File: config.mk
export PLATFORM = sky130hd
export DESIGN_NAME = nano_mem_responder
export DESIGN_NICKNAME = d
export VERILOG_FILES = /design/src/rtl/nano_mem_responder.sv
export SDC_FILE = /design/constraint.sdc
export NUM_CORES = 2
export LEC_CHECK = 0
export CORE_MARGIN = 2
export CORE_UTILIZATION = 57
export DETAILED_ROUTE_END_ITERATION = 7
export PLACE_DENSITY = 0.72
export SYNTH_ARGS = -nofsm -noshare
export SYNTH_HDL_FRONTEND = slang
export SYNTH_SLANG_ARGS = --single-unit
export TNS_END_PERCENT = 20
File: constraint.sdc
create_clock -name ck -period 21.8 [get_ports ck]
set_input_delay 4.36 -clock ck [delete_from_list [all_inputs] [get_ports ck]]
set_output_delay 4.36 -clock ck [all_outputs]
set_load 0.05 [all_outputs]
File: src/rtl/nano_mem_responder.sv
// NanoCPU word RAM: combinational read, posedge write. A byte-serial loader holds the CPU in reset while it writes.
// The loader is always ready during a load and never stalls the byte stream. CPU writes are taken only in IDLE.
module nano_mem_responder #(
    parameter int AW          = 8,
    parameter int RELEASE_CYC = 2
) (
    input  logic          ck,
    input  logic          rst,
    input  logic [AW-1:0] address,
    input  logic [15:0]   dataW,
    output logic [15:0]   dataR,
    input  logic          ce,
    input  logic          we,
    input  logic          ld_start,
    input  logic          ld_valid,
    input  logic [7:0]    ld_byte,
    input  logic          ld_last,
    output logic          ld_ready,
    output logic          cpu_rst,
    output logic [AW:0]   load_cnt,
    output logic          overflow
);

    localparam int            HW        = (RELEASE_CYC > 1) ? $clog2(RELEASE_CYC) : 1;
    localparam logic [HW-1:0] HOLD_INIT = HW'(RELEASE_CYC - 1);

    typedef enum logic [1:0] {
        S_IDLE    = 2'd0,
        S_LOAD_HI = 2'd1,
        S_LOAD_LO = 2'd2,
        S_RELEASE = 2'd3
    } state_t;

    state_t        r_state;
    state_t        w_state_nxt;

    logic [15:0]   r_mem [0:(1<<AW)-1];
    logic [AW-1:0] r_ptr;
    logic [AW:0]   r_load_cnt;
    logic          r_overflow;
    logic          r_wrapped;
    logic [7:0]    r_hold;
    logic [HW-1:0] r_hold_cnt;
    logic          r_cpu_rst;

    logic          w_ld_ready;
    logic          w_word_vld;
    logic [15:0]   w_word_dat;
    logic          w_cpu_wr;
    logic          w_load_wr;

    always_ff @(posedge ck) begin
        if (rst) begin
            r_state <= S_RELEASE;
        end else begin
            r_state <= w_state_nxt;
        end
    end

    always_comb begin
        w_state_nxt = r_state;
        w_ld_ready  = 1'b0;
        w_word_vld  = 1'b0;
        w_word_dat  = 16'h0000;
        w_cpu_wr    = 1'b0;
        case (r_state)
            S_IDLE: begin
                w_cpu_wr = ce & we;
                if (ld_start) begin
                    w_state_nxt = S_LOAD_HI;
                end
            end
            S_LOAD_HI: begin
                w_ld_ready = 1'b1;
                if (ld_valid) begin
                    if (ld_last) begin
                        // Odd-length program: final word is padded with a zero low byte
                        w_word_vld  = 1'b1;
                        w_word_dat  = {ld_byte, 8'h00};
                        w_state_nxt = S_RELEASE;
                    end else begin
                        w_state_nxt = S_LOAD_LO;
                    end
                end
            end
            S_LOAD_LO: begin
                w_ld_ready = 1'b1;
                if (ld_valid) begin
                    w_word_vld  = 1'b1;
                    w_word_dat  = {r_hold, ld_byte};
                    w_state_nxt = ld_last ? S_RELEASE : S_LOAD_HI;
                end
            end
            S_RELEASE: begin
                if (r_hold_cnt == '0) begin
                    w_state_nxt = S_IDLE;
                end
            end
            default: begin
                w_state_nxt = S_RELEASE;
            end
        endcase
    end

    // Once the pointer has wrapped, further words in this load are discarded
    assign w_load_wr = w_word_vld & ~r_wrapped;

    always_ff @(posedge ck) begin
        if (rst) begin
            r_cpu_rst  <= 1'b1;
            r_load_cnt <= '0;
            r_overflow <= 1'b0;
            r_wrapped  <= 1'b0;
            r_ptr      <= '0;
            r_hold     <= 8'h00;
            r_hold_cnt <= HOLD_INIT;
        end else begin
            r_cpu_rst <= (w_state_nxt != S_IDLE);
            if (r_state == S_IDLE && ld_start) begin
                r_ptr      <= '0;
                r_load_cnt <= '0;
                r_overflow <= 1'b0;
                r_wrapped  <= 1'b0;
            end
            if (r_state == S_LOAD_HI && ld_valid) begin
                r_hold <= ld_byte;
            end
            if (w_word_vld) begin
                if (r_wrapped) begin
                    r_overflow <= 1'b1;
                end else begin
                    r_ptr      <= r_ptr + AW'(1);
                    r_load_cnt <= r_load_cnt + (AW+1)'(1);
                    if (r_ptr == '1) begin
                        r_wrapped <= 1'b1;
                    end
                end
            end
            if (w_state_nxt == S_RELEASE && r_state != S_RELEASE) begin
                r_hold_cnt <= HOLD_INIT;
            end else if (r_state == S_RELEASE && r_hold_cnt != '0) begin
                r_hold_cnt <= r_hold_cnt - HW'(1);
            end
        end
    end

    // RAM is deliberately not cleared by rst
    always_ff @(posedge ck) begin
        if (!rst) begin
            if (w_load_wr) begin
                r_mem[r_ptr] <= w_word_dat;
            end else if (w_cpu_wr) begin
                r_mem[address] <= dataW;
            end
        end
    end

    assign dataR    = r_mem[address];
    assign ld_ready = w_ld_ready;
    assign cpu_rst  = r_cpu_rst;
    assign load_cnt = r_load_cnt;
    assign overflow = r_overflow;

endmodule

; Word level (Yosys, flattened, before mapping)
; Memories as Yosys holds them, arrays and structs flattened.
; Index checks and enable logic that the tools add are counted.
[op_classes]
n_reduce_logical = 9
eq_ne = 6
bitwise = 3
muxes = 40
addsub = 3
[op_table]
columns = operator, count
row1 = two-way mux 16 bit, 4
row2 = two-way mux 8 bit, 4
row3 = case mux 16 bit (2 select lines), 1
row4 = two-way mux 9 bit, 3
row5 = two-way mux 1 bit, 21
row6 = OR reduction 16 bit, 1
row7 = two-way mux 2 bit, 5
row8 = adder 9 x 1 -> 9 bit (second input constant), 1
row9 = adder 8 x 1 -> 8 bit (second input constant), 1
row10 = equality test 8 bit (second input constant), 1
row11 = case mux 2 bit (4 select lines), 1
row12 = equality test 2 bit (second input constant), 3
row13 = logical AND 1 bit, 4
row14 = OR reduction 2 bit, 2
row15 = AND 1 bit, 2
row16 = equality test 2 x 1 -> 1 bit (second input constant), 1
row17 = logical NOT 2 bit, 1
row18 = inequality test 2 bit (second input constant), 1
row19 = case mux 1 bit (2 select lines), 1
row20 = nonzero test 2 bit, 1
row21 = NOT 1 bit, 1
row22 = subtractor 1 bit (second input constant), 1
[totals]
wordCells = 70
mem_bits_rw = 4096
inputBits = 39
out_inout_bits = 28
n_memories = 1
regBits = 31
[mem_list]
columns = name, depth, word_bits, rd, rd_ports_with_merged_regs, wr, line
row1 = r_mem, 256, 16, 1, 0, 1, 37  ; logic [15:0] r_mem [0:(1<<AW)-1];

; Depth between registers and ports, before layout
[depth]
depth_word = 9
ltp_mapped = 12

; Worst setup path before layout
; No wires, ideal clock.
[synth_timing]
kind = input to register
start = input port ld_valid
end = memory r_mem[0][13] (data pin)
cell_stages = 7
slack_ns = 8.722
t_required_ns = 20.409
arrival_ns = 11.686
n_path_buf = 3
cell_sequence = nand2_1 -> o31ai_1 -> clkbuf_1 -> clkbuf_1 -> buf_1 -> nor2_1 -> nor2_1
[synth_via]
elab_chain_len = 8
[synth_rtl]
columns = element, line
row1 = start: declaration, 15  ; input logic ld_valid,
row2 = "two-way mux 1 bit, on equally long branches", "88, 75"
row3 = case mux 1 bit (2 select lines), 66  ; case (r_state)
row4 = AND 1 bit, 106  ; assign w_load_wr = w_word_vld & ~r_wrapped;
row5 = two-way mux 1 bit, 150  ; if (w_load_wr) begin
row6 = two-way mux 1 bit, 149  ; if (!rst) begin
row7 = two-way mux 1 bit (not written as such), 153  ; r_mem[address] <= dataW;
row8 = OR reduction 16 bit (no line), -
row9 = two-way mux 16 bit (no line) *, -
row10 = end: declaration, 37
; Mark *: on every way between the ends. The rest lies on a longest branch, timed or not.

; Worst setup path in the final report
[layout_timing]
start = input port address[0]
end = output port dataR[4]
[layout_via]
elab_chain_len = 1
[layout_rtl]
columns = element, line
row1 = start: declaration, 9  ; input logic [AW-1:0] address,
row2 = memory (256 x 16 bit), -
row3 = end: declaration, 11  ; output logic [15:0] dataR,
; Every way passes these cells.

==> impl_metrics.csv <==
group,metric,value,unit
clock_tree,cts_buffer_depth,4,
global_routing,grt_max_degree,210,
hold_path,min_to,"r_hold[4]",
setup_path,rrSetupSlack,15.71,ns
die,pin_count,67,
power,total_leakage_power,59.1,nW
setup_path,crit_path_max_fanout,96,
clock_tree,cts_tree,"yes",
sta,slew_headroom,-6.11,%
logic_synthesis,synth_flop_cell,"edfxtp_1",
clock_tree,clock_latency,0.99,ns
sta,worst_pin_slew,1.58,ns
logic_synthesis,ys_ff_latch,4127,
hold_path,min_from,"r_hold[4]",
logic_synthesis,ys_seq_area_share,77.3,%
setup_path,critPathMaxStageDelay,1.31,ns
sta,rsz0062_at_grt,"false",
global_routing,grt_first_pass_wirelength,634000,um
setup_path,crit_chain,"buf_16, buf_4, buf_4, mux2i_1, o221ai_1, nor3_1, nor4_1, nand4_1, a2111oi_1, buf_4, o2111a_1, clkdlybuf4s50_1",
clock_tree,cts-buffers-inserted,404,
global_routing,grt.overflow.total,0,
hold_path,hold_class,"flip-flop to flip-flop",
logic_synthesis,netlist_instances,7757,
sta,setup_violations,0,
clock_tree,clkTransAtPathRegs,0.05,ns
power,p_per_area,93.2,nW/um^2
hold_path,whs_path_depth,2,
place,dp_hpwl,270000,um
place,io_buffer_count,66,
clock_tree,root_buffer,"clkbuf_16",
setup_path,cp.required,17.44,ns
setup_path,cp-start-kind,"input pin",
logic_synthesis,synthesis.nets,7803,
die,initial_utilization,57.3,%
sta,skew,0.100,ns
die,die_w,534,um
logic_synthesis,synth-edff-count,4096,
cells_and_area,mostFrequentLayoutCell,"edfxtp_1",
clock_tree,numClockSinks,4127,
setup_path,cpMaxStageDelayCell,"nor4_1",
setup_path,critPathMostFrequentCell,"buf_4",
drt,drt_iter0_drc,13900,
logic_synthesis,yosysWarnings,0,
drt,drtAntennaViolNets,0,
power,peakVddDrop,0.115,mV
place,place_area,166000,sq um
global_routing,grtUsageTotal,31.6,%
setup_path,worstReg2RegEnd,"r_mem[27][13]",
cells_and_area,final_area,180000,sq um
drt,wire_per_inst,36.9,um
sta,fin_setup_tns,0,ns
die,num_rows,194,
cells_and_area,final_cell_mix,"4096 x edfxtp_1, 770 x mux4_2, 561 x mux2i_1",
status,status,"finished, violations left",
setup_path,worstSetupPathType,"input pin to output port",
die,fp.dieArea,285000,sq um
logic_synthesis,avgSynthCellArea,20.6,sq um
clock_tree,cts.hold.buffers_added,0,
drt,routed_wl,453000,um
die,core_area,279000,sq um
sta,fmax,65.6,MHz
die,die_y,534,um
setup_path,critPathCaptureType,"output port",
logic_synthesis,syn_area,160000,sq um
global_routing,antenna_found_initial,26,
logic_synthesis,synthArstFlopShare,0,%
clock_tree,cts_max_level,5,
global_routing,grt_pass1_vias,82700,
setup_path,r2r-start,"r_state[1]",
place,place.gp.congestion,0.985,
sta,fin_crit_sh,69.9,%
logic_synthesis,yosysUniqueCellTypes,71,
setup_path,r2r_cells,10,
cells_and_area,seq_area,124000,sq um
cells_and_area,final_layout_size_suffix_gt1_share,22.0,%
sta,fin_crit,15.24,ns
drt,via_count,85500,
cells_and_area,area_delta_synth_final,12.2,%
cells_and_area,multi_input_comb_area,34100,sq um
clock_tree,postCtsSetupBuffers,0,
status,violations,"max-capacitance violations, max-slew violations",
job,maxCapViolations,1,
cells_and_area,fill_cells,18100,
clock_tree,cts_resized,0,
drt,via_per_inst,6.98,
setup_path,worstPathArrival,10.88,ns
drt,drcViolationCount,0,
cells_and_area,nets,8234,
drt,drtPass1Iterations,7,
sta,slew_viol_final,2,
sta,hold_violations,0,
## registers in the layout, summed over array words and instances (netlist names)
signal	flops
r_mem	4096
load_cnt	9
r_hold	8
r_ptr	8
r_state	2
cpu_rst	1
overflow	1
r_hold_cnt	1
r_wrapped	1
## through the flow
stage	util (%)	cells	worst slack [ns]	hold slack (ns)	total power, W
CTS	64.3	12200	6.84	0.458	0.0167
finish	64.3	12300	6.56	0.456	0.0167
floorplan	-	7757	8.72	0.436	0.00964
detailed placement	59.6	11500	6.83	0.447	0.0100
global route	64.3	12200	6.57	0.475	0.0171
global placement	59.6	11500	5.72	0.443	0.00998
## power breakdown
| part | internal (W) | switching [W] |
|---|---|---|
| clock | 0.00388 | 0.00298 |
| combinational | 0.000280 | 0.000741 |
| sequential | 0.00884 | 0.00000635 |
| total | 0.0130 | 0.00373 |
## cell families (layout without fill, tap and decap cells)
group,after synthesis,after routing,synth area share [%]
compound gates,830,830,3.79
xor+xnor,13,13,0.0712
fa+ha+maj,7,7,0.0548
buf+inv,477,1237,1.60
flops,4127,4127,77.3
mux,1343,1343,14.4
other cells,0,12,0
simple gates,960,960,2.75
## worst max path at each step
stage	from	slack [ns]	end	depth (start not counted)
finish	address[0]	6.56	dataR[4]	12
detailed placement	address[0]	6.83	dataR[7]	11
CTS	address[0]	6.84	dataR[7]	11
global placement	address[1]	5.72	dataR[13]	12
floorplan	ld_valid	8.72	r_mem[0][13]	7
global route	address[0]	6.57	dataR[4]	12
## cell usage after synthesis, types with 75 or more instances
library cell	count	area, sq um
edfxtp_1	4096	123000
mux4_2	770	17300
mux2i_1	561	5620
nor2_1	427	1600
clkbuf_1	225	845
o221ai_1	205	1800
a22oi_1	152	1140
nand2_1	150	563
nor3_1	146	731
a21oi_1	145	726
o22ai_1	106	663
buf_4	75	563
## worst max-delay path, delay by kind of cell
kind                   cells  cell delay, ns
AOI/OAI and AO/OA          3            1.22
and+or+nand+nor            3            2.04
muxes                      1            0.17
buffers and inverters      5            2.89
## metal layers
metal	part of all wire, %	global-route usage [%]
met1	35	42.4
met2	47	48.6
met3	12	7.64
met4	6.4	16.5
met5	0.023	0.183
## cell type report
cell class | instances | share of cell area, %
clock inverter | 253 | 1.36
multi-input combinational | 3153 | 19.0
tap | 3724 | 2.60
antenna | 12 | 0.0167
timing repair buffer | 494 | 2.30
inverter | 8 | 0.0195
sequential | 4127 | 68.9
clock buffer | 482 | 5.85
Note: power is estimated with default switching activity, not from simulation.
